--- src/rtl/screen_draw_scheduler_pkg.sv ---
// -----------------------------------------------------------------------------
// screen_draw_scheduler_pkg
// Shared definitions for the screen draw scheduler: pixel-port field widths,
// the BLACK colour constant, scheduler state encoding, VGA source selector
// encoding and the packed pixel-port bundle used between top and mux.
// -----------------------------------------------------------------------------
package screen_draw_scheduler_pkg;

    localparam int X_W     = 10;
    localparam int Y_W     = 9;
    localparam int COLOR_W = 9;

    localparam logic [COLOR_W-1:0] BLACK = '0;

    typedef enum logic [2:0] {
        IDLE,
        ERASE_KICK,
        ERASE_WAIT,
        DRAW_A,
        DRAW_B
    } state_t;

    typedef enum logic [1:0] {
        SRC_NONE,
        SRC_ERASE,
        SRC_C0,
        SRC_C1
    } src_t;

    typedef struct packed {
        logic [X_W-1:0]     x;
        logic [Y_W-1:0]     y;
        logic [COLOR_W-1:0] color;
        logic               write;
    } pixel_t;

endpackage

--- src/rtl/screen_draw_scheduler_pixel_port_mux.sv ---
// -----------------------------------------------------------------------------
// pixel_port_mux
// Registered 3-source to 1 pixel-port select. The selected source's pixel
// appears on o_pix one cycle later; with no owner the output carries an idle
// pixel (write low, coordinates zero, colour BLACK).
//
// Ports
//   i_clock   : system clock
//   i_resetn  : synchronous active-low reset
//   i_sel     : which source owns the port this cycle
//   i_erase   : eraser pixel port
//   i_c0      : client 0 pixel port
//   i_c1      : client 1 pixel port
//   o_pix     : registered pixel port toward the VGA adapter
// -----------------------------------------------------------------------------
module pixel_port_mux
    import screen_draw_scheduler_pkg::*;
(
    input  logic   i_clock,
    input  logic   i_resetn,
    input  src_t   i_sel,
    input  pixel_t i_erase,
    input  pixel_t i_c0,
    input  pixel_t i_c1,
    output pixel_t o_pix
);

    pixel_t r_pix;

    always_ff @(posedge i_clock) begin
        if (!i_resetn) begin
            r_pix <= '{x: '0, y: '0, color: BLACK, write: 1'b0};
        end else begin
            case (i_sel)
                SRC_ERASE: r_pix <= i_erase;
                SRC_C0:    r_pix <= i_c0;
                SRC_C1:    r_pix <= i_c1;
                default:   r_pix <= '{x: '0, y: '0, color: BLACK, write: 1'b0};
            endcase
        end
    end

    assign o_pix = r_pix;

endmodule

--- src/rtl/screen_draw_scheduler.sv ---
// -----------------------------------------------------------------------------
// screen_draw_scheduler
// Per-frame sequencer for a shared VGA pixel port: on frame_tick it kicks the
// lane eraser and lets it own the port until done, then serves two draw
// clients in round-robin order (DRAW_A serves rr_ptr, DRAW_B the other).
//
// Optional feature: define SCHED_WATCHDOG_EN to add a per-state cycle counter
// that forces the state forward after WD_LIMIT cycles and sets wd_fault.
//
// Ports
//   Clock, Resetn                      : clock, synchronous active-low reset
//   frame_tick                         : start-of-frame pulse
//   erase_enable / erase_active        : eraser start level / eraser busy
//   erase_x/y/color/write              : eraser pixel port
//   cN_req, cN_done, cN_gnt (N=0,1)    : client handshake
//   cN_x/y/color/write                 : client pixel ports
//   vga_x/y/color/write                : registered pixel port to VGA adapter
//   busy, frame_overrun, wd_fault      : status (last two sticky)
// -----------------------------------------------------------------------------
module screen_draw_scheduler
    import screen_draw_scheduler_pkg::*;
#(
    parameter int unsigned WD_LIMIT = 400000
) (
    input  logic               Clock,
    input  logic               Resetn,
    input  logic               frame_tick,
    output logic               erase_enable,
    input  logic               erase_active,
    input  logic [X_W-1:0]     erase_x,
    input  logic [Y_W-1:0]     erase_y,
    input  logic [COLOR_W-1:0] erase_color,
    input  logic               erase_write,
    input  logic               c0_req,
    input  logic               c0_done,
    input  logic [X_W-1:0]     c0_x,
    input  logic [Y_W-1:0]     c0_y,
    input  logic [COLOR_W-1:0] c0_color,
    input  logic               c0_write,
    output logic               c0_gnt,
    input  logic               c1_req,
    input  logic               c1_done,
    input  logic [X_W-1:0]     c1_x,
    input  logic [Y_W-1:0]     c1_y,
    input  logic [COLOR_W-1:0] c1_color,
    input  logic               c1_write,
    output logic               c1_gnt,
    output logic [X_W-1:0]     vga_x,
    output logic [Y_W-1:0]     vga_y,
    output logic [COLOR_W-1:0] vga_color,
    output logic               vga_write,
    output logic               busy,
    output logic               frame_overrun,
    output logic               wd_fault
);

    state_t r_state;
    state_t w_nextState;
    logic   r_rrPtr;
    logic   r_first;
    logic   r_frameOverrun;
    logic   w_inDraw;
    logic   w_servedClient;
    logic   w_servedReq;
    logic   w_servedDone;
    logic   w_grant;
    logic   w_wdExpire;
    src_t   w_sel;
    pixel_t w_erasePix;
    pixel_t w_c0Pix;
    pixel_t w_c1Pix;
    pixel_t w_vgaPix;

    assign w_inDraw       = (r_state == DRAW_A) || (r_state == DRAW_B);
    assign w_servedClient = (r_state == DRAW_A) ? r_rrPtr : ~r_rrPtr;
    assign w_servedReq    = w_servedClient ? c1_req  : c0_req;
    assign w_servedDone   = w_servedClient ? c1_done : c0_done;

    // On the first cycle of a DRAW state the grant follows req, so an idle
    // client is skipped without ever seeing gnt. Once granted, gnt holds
    // through the cycle where done/req-fall is seen and drops on the next.
    assign w_grant = w_inDraw && (w_servedReq || !r_first);
    assign c0_gnt  = w_grant && !w_servedClient;
    assign c1_gnt  = w_grant &&  w_servedClient;

    assign erase_enable = (r_state == ERASE_KICK) || (r_state == ERASE_WAIT);
    assign busy         = (r_state != IDLE);
    assign frame_overrun = r_frameOverrun;

`ifdef SCHED_WATCHDOG_EN
    localparam int WD_W = $clog2(WD_LIMIT + 1);

    logic [WD_W-1:0] r_wdCount;
    logic            r_wdFault;

    // Counts cycles spent in the current state; expiry after WD_LIMIT cycles
    // in any non-idle state.
    assign w_wdExpire = (r_state != IDLE) && (r_wdCount == WD_W'(WD_LIMIT - 1));

    always_ff @(posedge Clock) begin
        if (!Resetn) begin
            r_wdCount <= '0;
            r_wdFault <= 1'b0;
        end else begin
            if ((w_nextState != r_state) || (r_state == IDLE)) begin
                r_wdCount <= '0;
            end else begin
                r_wdCount <= r_wdCount + 1'b1;
            end
            if (w_wdExpire) begin
                r_wdFault <= 1'b1;
            end
        end
    end

    assign wd_fault = r_wdFault;
`else
    assign w_wdExpire = 1'b0;
    assign wd_fault   = 1'b0;
`endif

    always_ff @(posedge Clock) begin
        if (!Resetn) begin
            r_state        <= IDLE;
            r_rrPtr        <= 1'b0;
            r_first        <= 1'b1;
            r_frameOverrun <= 1'b0;
        end else begin
            r_state <= w_nextState;
            r_first <= (w_nextState != r_state);
            if ((r_state == DRAW_B) && (w_nextState != DRAW_B)) begin
                r_rrPtr <= ~r_rrPtr;
            end
            if (frame_tick && (r_state != IDLE)) begin
                r_frameOverrun <= 1'b1;
            end
        end
    end

    // A watchdog expiry in either erase state jumps straight to DRAW_A so
    // that erase_enable is dropped rather than lingering in ERASE_WAIT.
    always_comb begin
        w_nextState = r_state;
        case (r_state)
            IDLE: begin
                if (frame_tick) w_nextState = ERASE_KICK;
            end
            ERASE_KICK: begin
                if (w_wdExpire)        w_nextState = DRAW_A;
                else if (erase_active) w_nextState = ERASE_WAIT;
            end
            ERASE_WAIT: begin
                if (w_wdExpire || !erase_active) w_nextState = DRAW_A;
            end
            DRAW_A: begin
                if (w_wdExpire || !w_servedReq || w_servedDone) w_nextState = DRAW_B;
            end
            DRAW_B: begin
                if (w_wdExpire || !w_servedReq || w_servedDone) w_nextState = IDLE;
            end
            default: w_nextState = IDLE;
        endcase
    end

    always_comb begin
        w_sel = SRC_NONE;
        if (erase_enable) w_sel = SRC_ERASE;
        else if (c0_gnt)  w_sel = SRC_C0;
        else if (c1_gnt)  w_sel = SRC_C1;
    end

    assign w_erasePix = '{x: erase_x, y: erase_y, color: erase_color, write: erase_write};
    assign w_c0Pix    = '{x: c0_x, y: c0_y, color: c0_color, write: c0_write};
    assign w_c1Pix    = '{x: c1_x, y: c1_y, color: c1_color, write: c1_write};

    pixel_port_mux u_pixelPortMux (
        .i_clock  (Clock),
        .i_resetn (Resetn),
        .i_sel    (w_sel),
        .i_erase  (w_erasePix),
        .i_c0     (w_c0Pix),
        .i_c1     (w_c1Pix),
        .o_pix    (w_vgaPix)
    );

    assign vga_x     = w_vgaPix.x;
    assign vga_y     = w_vgaPix.y;
    assign vga_color = w_vgaPix.color;
    assign vga_write = w_vgaPix.write;

endmodule
--- config.mk ---
export PLATFORM = sky130hd
export DESIGN_NAME = screen_draw_scheduler
export DESIGN_NICKNAME = d
export VERILOG_FILES = /design/src/rtl/screen_draw_scheduler_pkg.sv /design/src/rtl/screen_draw_scheduler_pixel_port_mux.sv /design/src/rtl/screen_draw_scheduler.sv
export SDC_FILE = /design/constraint.sdc
export NUM_CORES = 1
export LEC_CHECK = 0
export BUFFER_PORTS_ARGS = -buffer_cell sky130_fd_sc_hd__clkbuf_2
export CAP_MARGIN = 5
export CORE_UTILIZATION = 39
export DETAILED_ROUTE_END_ITERATION = 10
export HOLD_SLACK_MARGIN = 0.12
export PLACE_DENSITY = 0.88
export SETUP_SLACK_MARGIN = 0.02
export SLEW_MARGIN = 15
export SYNTH_ARGS = -nofsm -noshare
export SYNTH_HDL_FRONTEND = slang
export SYNTH_SLANG_ARGS = --single-unit
--- constraint.sdc ---
create_clock -name Clock -period 1.7 [get_ports Clock]
set_input_delay 0.17 -clock Clock [delete_from_list [all_inputs] [get_ports Clock]]
set_output_delay 0.17 -clock Clock [all_outputs]
set_load 0.05 [all_outputs]
* Word level (Yosys, flattened, before mapping)
Cells that the tools add are included.
Word-level totals: memory bits (writable) 0, latch bits 0, logic and storage cells 45, output and inout port bits 35, register bits 35, bits of input ports 95, memory bits (read-only) 0, memories kept 0
Cells by class: reduce and logical (&&, ||, !) cells 14, equal/unequal tests 9, shift operators 0, div/mod/pow operators 0, bitwise operators 1, muxes and demuxes 13, magnitude comparators 0, add/subtract/negate cells 0, multiply operators 0
Operator list (count):
- $pmux W29 S3 | 1
- $mux W3 | 5
- $pmux W3 S5 | 1
- $eq A3 B2 Y1 const B | 2
- $mux W2 | 3
- $logic_and A1 B1 Y1 | 5
- $eq A2 B2 Y1 const B | 2
- $logic_or A1 B1 Y1 | 4
- $eq A3 B1 Y1 const B | 1
- $eq A3 B3 Y1 const B | 1
- $logic_not A1 Y1 | 3
- $logic_not A3 Y1 | 1
- $mux W1 | 3
- $ne A3 B3 Y1 | 1
- $ne A3 B3 Y1 const B | 1
- $reduce_bool A3 Y1 | 1
- $eq A2 B1 Y1 const B | 1
- $not A1 Y1 | 1

* Longest topological paths before layout
depth after elaboration 11, gate-level depth with buffers 6

* By module
Synthesis repeated with hierarchy kept, for this count alone.
Second synthesis, totals: cells, all modules 182, area, all modules 1989.4 sq um
Modules (own cells, without submodules):
- pixel_port_mux | sequential area each 580.6 sq um, cells an instance 133, area each 1566.5 sq um, times used 1
- screen_draw_scheduler | sequential area each 120.1 sq um, cells an instance 49, area each 422.9 sq um, times used 1

* Least setup slack after synthesis
OpenSTA, ideal clock, no wires.
path kind reg2reg, start reg r_rrPtr, end reg u_pixelPortMux.r_pix, in the netlist u_pixelPortMux.o_pix[10], stages on the path, launching flop included 7, data arrival time 1.407 ns, setup time 0.125 ns, setup slack 0.168 ns, period minus slack after synthesis 1.532 ns, cell sequence dfxtp_1 > buf_4 > and4bb_1 > a2bb2oi_2 > buf_2 > a222oi_1 > nor2b_1
On the way: elaborated cells between the ends (all ways) 15, classes of those cells eq/ne (3); mux (6); bitwise (1); reduce/logical (5)
RTL lines:
- from (decl) | RTL line screen_draw_scheduler.sv:59 | logic r_rrPtr;
- from (signal assigned) | RTL line screen_draw_scheduler.sv:132 | r_rrPtr <= ~r_rrPtr;
- $not A1 Y1 | RTL line screen_draw_scheduler.sv:75 | assign w_servedClient = (r_state == DRAW_A) ? r_rrPtr : ~r_rrPtr;
- $mux W1 (*) | RTL line screen_draw_scheduler.sv:75
- $mux W1 | RTL line screen_draw_scheduler.sv:76 | assign w_servedReq = w_servedClient ? c1_req : c0_req;
- $logic_or A1 B1 Y1 | RTL line screen_draw_scheduler.sv:82 | assign w_grant = w_inDraw && (w_servedReq || !r_first);
- $logic_and A1 B1 Y1 | RTL line screen_draw_scheduler.sv:82
- $logic_and A1 B1 Y1 (*) | RTL line screen_draw_scheduler.sv:83 | assign c0_gnt = w_grant && !w_servedClient;
- net c0_gnt | RTL line screen_draw_scheduler.sv:40 | output logic c0_gnt,
- $mux W2 (*) | RTL line screen_draw_scheduler.sv:168 | else if (c0_gnt) w_sel = SRC_C0;
- $mux W2 (*) | RTL line screen_draw_scheduler.sv:167 | if (erase_enable) w_sel = SRC_ERASE;
- $eq A2 B2 Y1 / $eq A2 B1 Y1 (equally long branches) | RTL line screen_draw_scheduler_pixel_port_mux.sv:34 | case (i_sel)
- $pmux W29 S3 (*) | RTL line screen_draw_scheduler_pixel_port_mux.sv:34
- to (signal assigned) | RTL line screen_draw_scheduler_pixel_port_mux.sv:35 | SRC_ERASE: r_pix <= i_erase;
- to (signal assigned) | RTL line screen_draw_scheduler_pixel_port_mux.sv:36 | SRC_C0: r_pix <= i_c0;
- to (signal assigned) | RTL line screen_draw_scheduler_pixel_port_mux.sv:37 | SRC_C1: r_pix <= i_c1;
- to (decl) | RTL line screen_draw_scheduler_pixel_port_mux.sv:28 | pixel_t r_pix;
The timed path passes the listed nets; every way through them passes the cells marked *. A chain may end at the register's enable or synchronous reset.

* Worst setup path in the final report
start reg r_state[1], end out busy
On the way: cells in the longest elaborated chain, start to end 1
RTL lines:
- from (decl) | RTL line screen_draw_scheduler.sv:57 | state_t r_state;
- from (signal assigned) | RTL line screen_draw_scheduler.sv:129 | r_state <= w_nextState;
- $reduce_bool A3 Y1 | RTL line screen_draw_scheduler.sv:87 | assign busy = (r_state != IDLE);
- to (decl) | RTL line screen_draw_scheduler.sv:52 | output logic busy,
No other way between the ends.

==> impl_metrics.env <==
export IMPL_run_status="completed"
export IMPL_grt_pass1_vias=1605
export IMPL_synth_top_cell_area_share=0.429
export IMPL_min_delay_start="erase_y[6]"
export IMPL_fill_cells=332
export IMPL_synth_area_per_cell_um2=10.1
export IMPL_row_count=23
export IMPL_setup_viol=0
export IMPL_p_leak_nw=1.27
export IMPL_synth_nets=256
export IMPL_grt_start_max_net_pins=22
export IMPL_min_path_type="primary input to flop"
export IMPL_r2r_setup_slack_ns=0.05
export IMPL_worstSetupEndpointType="output port"
export IMPL_synthTopCellsByArea="dfxtp_1 (43%), a222oi_1 (18%), nor2b_1 (12%)"
export IMPL_p_per_area_nw_per_um2=831
export IMPL_grt_pass1_wl_um=7000
export IMPL_cp_start_kind="flop"
export IMPL_whs_path_depth=3
export IMPL_hold_violations=0
export IMPL_grt_ovfl_total=0
export IMPL_coreArea_um2=4000
export IMPL_r2r_start="r_state[1]$_SDFF_PN0_"
export IMPL_place_hpwl_um=3640
export IMPL_drc=0
export IMPL_cts_made_buffers=5
export IMPL_synth_top_area_cell="dfxtp_1"
export IMPL_track_usage=0.212
export IMPL_dp_slack_ns=0.0424
export IMPL_period_needed_ns=1.70
export IMPL_antenna_left=0
export IMPL_worstSetupPathType="flop to output port"
export IMPL_cts_sinks=35
export IMPL_yosys_warnings=0
export IMPL_synth_ff_type="dfxtp_1"
export IMPL_fmax_ghz=0.589
export IMPL_vias=1863
export IMPL_drive_gt1_frac=0.546
export IMPL_port_buffer_count=128
export IMPL_crit_path_start="r_state[1]$_SDFF_PN0_"
export IMPL_synth_area_um2=1630
export IMPL_die_y_um=66.7
export IMPL_synth_most_common_cell="dfxtp_1"
export IMPL_final_setup_worst_slack_ns=0.00162
export IMPL_r2r_end="u_pixelPortMux.o_pix[24]$_SDFF_PN0_"
export IMPL_p_total_mw=2.16
export IMPL_yosysSeqAreaShare=0.429
export IMPL_synthCells=161
export IMPL_cts_root_buf="clkbuf_8"
export IMPL_insertion_delay_ns=0.28
export IMPL_clock_skew_final_ns=0.00595
export IMPL_setup_tns_ns=0
export IMPL_period_share=0.999
export IMPL_clk_pin_slew_ns=0.07
export IMPL_drt_wirelength_per_cell_um=14.2
export IMPL_htreeDepth=2
export IMPL_first_pass_iters=6
export IMPL_drtIter0Drc=222
export IMPL_required_ns=1.53
export IMPL_maxCapViolCount=0
export IMPL_slew_violations=0
export IMPL_grt_setup_unrepaired="true"
export IMPL_finalWirelength_um=5040
export IMPL_holdPathEnd="u_pixelPortMux.o_pix[16]$_SDFF_PN0_"
export IMPL_die_area_um2=4450
export IMPL_async_flop_share=0
export IMPL_synth_edf_count=0
export IMPL_synth_seq_cells=35
export IMPL_final_nets=400
export IMPL_ys_types=34
export IMPL_cp_max_fo=7
export IMPL_die_x_um=66.7
export IMPL_synth_common_cells="dfxtp_1 (35), nor2b_1 (31), a222oi_1 (29), nand2b_1 (8), buf_2 (6)"
export IMPL_start_util=0.408
export IMPL_clockBufferDepth=2
export IMPL_cts_tree="yes"
export IMPL_viasPerCell=5.23
export IMPL_antenna_found_initial=0
export IMPL_io_pins=130
export IMPL_crit_arrival_ns=1.53
export IMPL_peakVddDrop_mv=0.517
export IMPL_areaGrowthSynthToFinish_pct=59.1
export IMPL_rr_worst_depth=7
export IMPL_antenna_cells=0
export IMPL_place_gp_congestion=0.808
[kinds of logic (layout without fill, tap and decap cells)]
kind of cell    count (synthesis)  count (layout)  share of synthesized area
xor+xnor                        3               3                     0.0161
flops                          35              35                      0.429
buf+inv                        20             165                     0.0713
other cells                     1               1                    0.00230
compound gates                 45              45                      0.255
mux                             2               2                     0.0123
simple gates                   55              55                      0.213
[state kept, by name, indices dropped and copies added (netlist names)]
| signal | count |
|---|---|
| r_state | 3 |
| u_pixelPortMux.o_pix | 29 |
| frame_overrun | 1 |
| r_rrPtr | 1 |
| r_first | 1 |
[layout make-up]
cell class	count	area [um2]	share of cell area
timing repair buffer	154	920	0.354
inverter	3	11.3	0.00434
clock inverter	1	5.00	0.00193
multi-input combinational	106	817	0.315
clock buffer	7	76.3	0.0294
sequential	35	704	0.271
tap	50	62.6	0.0241
[critical path, cell delays in order (launching register included)]
cell and delay [ns]:
dfxtp_2 0.33, buf_6 0.13, buf_4 0.14, or3_1 0.41
buf_2 0.23
[where the power goes]
part	leakage (nW)	internal [mW]	switching, mW
Sequential	0.287	0.879	0.0219
Clock	0.0422	0.287	0.281
Combinational	0.943	0.274	0.413
[metal layers]
layer | share of wire | GRT usage
met5 | 0 | 0
met4 | 0.015 | 0.0957
met3 | 0.073 | 0.0462
met2 | 0.53 | 0.385
met1 | 0.38 | 0.230
[metrics by stage]
step           hold WS [ns]   util  cell area (um2)  cells
2_1_floorplan         0.298      -             1630    161
3_3_place_gp          0.424  0.587             2350    334
3_5_place_dp          0.434  0.587             2350    334
4_1_cts               0.140  0.624             2490    347
5_1_grt               0.153  0.649             2600    356
6_report              0.146  0.649             2600    356
[cells in the final DEF, fill, tap and decap left out, types with 2 or more instances in the layout]
cell type  count
clkbuf_8       6
buf_6          6
dfxtp_1       32
and4bb_1       2
clkbuf_2     124
mux2i_1        2
nand2_1        4
dfxtp_2        3
a21oi_1        3
inv_1          3
buf_4         17
o21ai_0        2
xnor2_1        3
nor2b_1       31
buf_12         2
nand2b_1       8
buf_8          3
a222oi_1      29
nor2_1         3
clkbuf_1       2
[worst max path at each step]
stage,to,cells after the start
4_1_cts,c1_gnt,3
3_3_place_gp,u_pixelPortMux.o_pix[11]$_SDFF_PN0_,5
5_1_grt,c1_gnt,3
6_report,busy,4
3_5_place_dp,u_pixelPortMux.o_pix[15]$_SDFF_PN0_,5
2_1_floorplan,u_pixelPortMux.o_pix[10]$_SDFF_PN0_,6
[timing repair]
item	in CTS	in global routing
buffers inserted	5	9
hold buffers	0	0
cloned	0	0
pin swaps	3	4
setup endpoints to repair	3	26
gates resized for setup	7	12
Power figures use the tool's default switching activity.
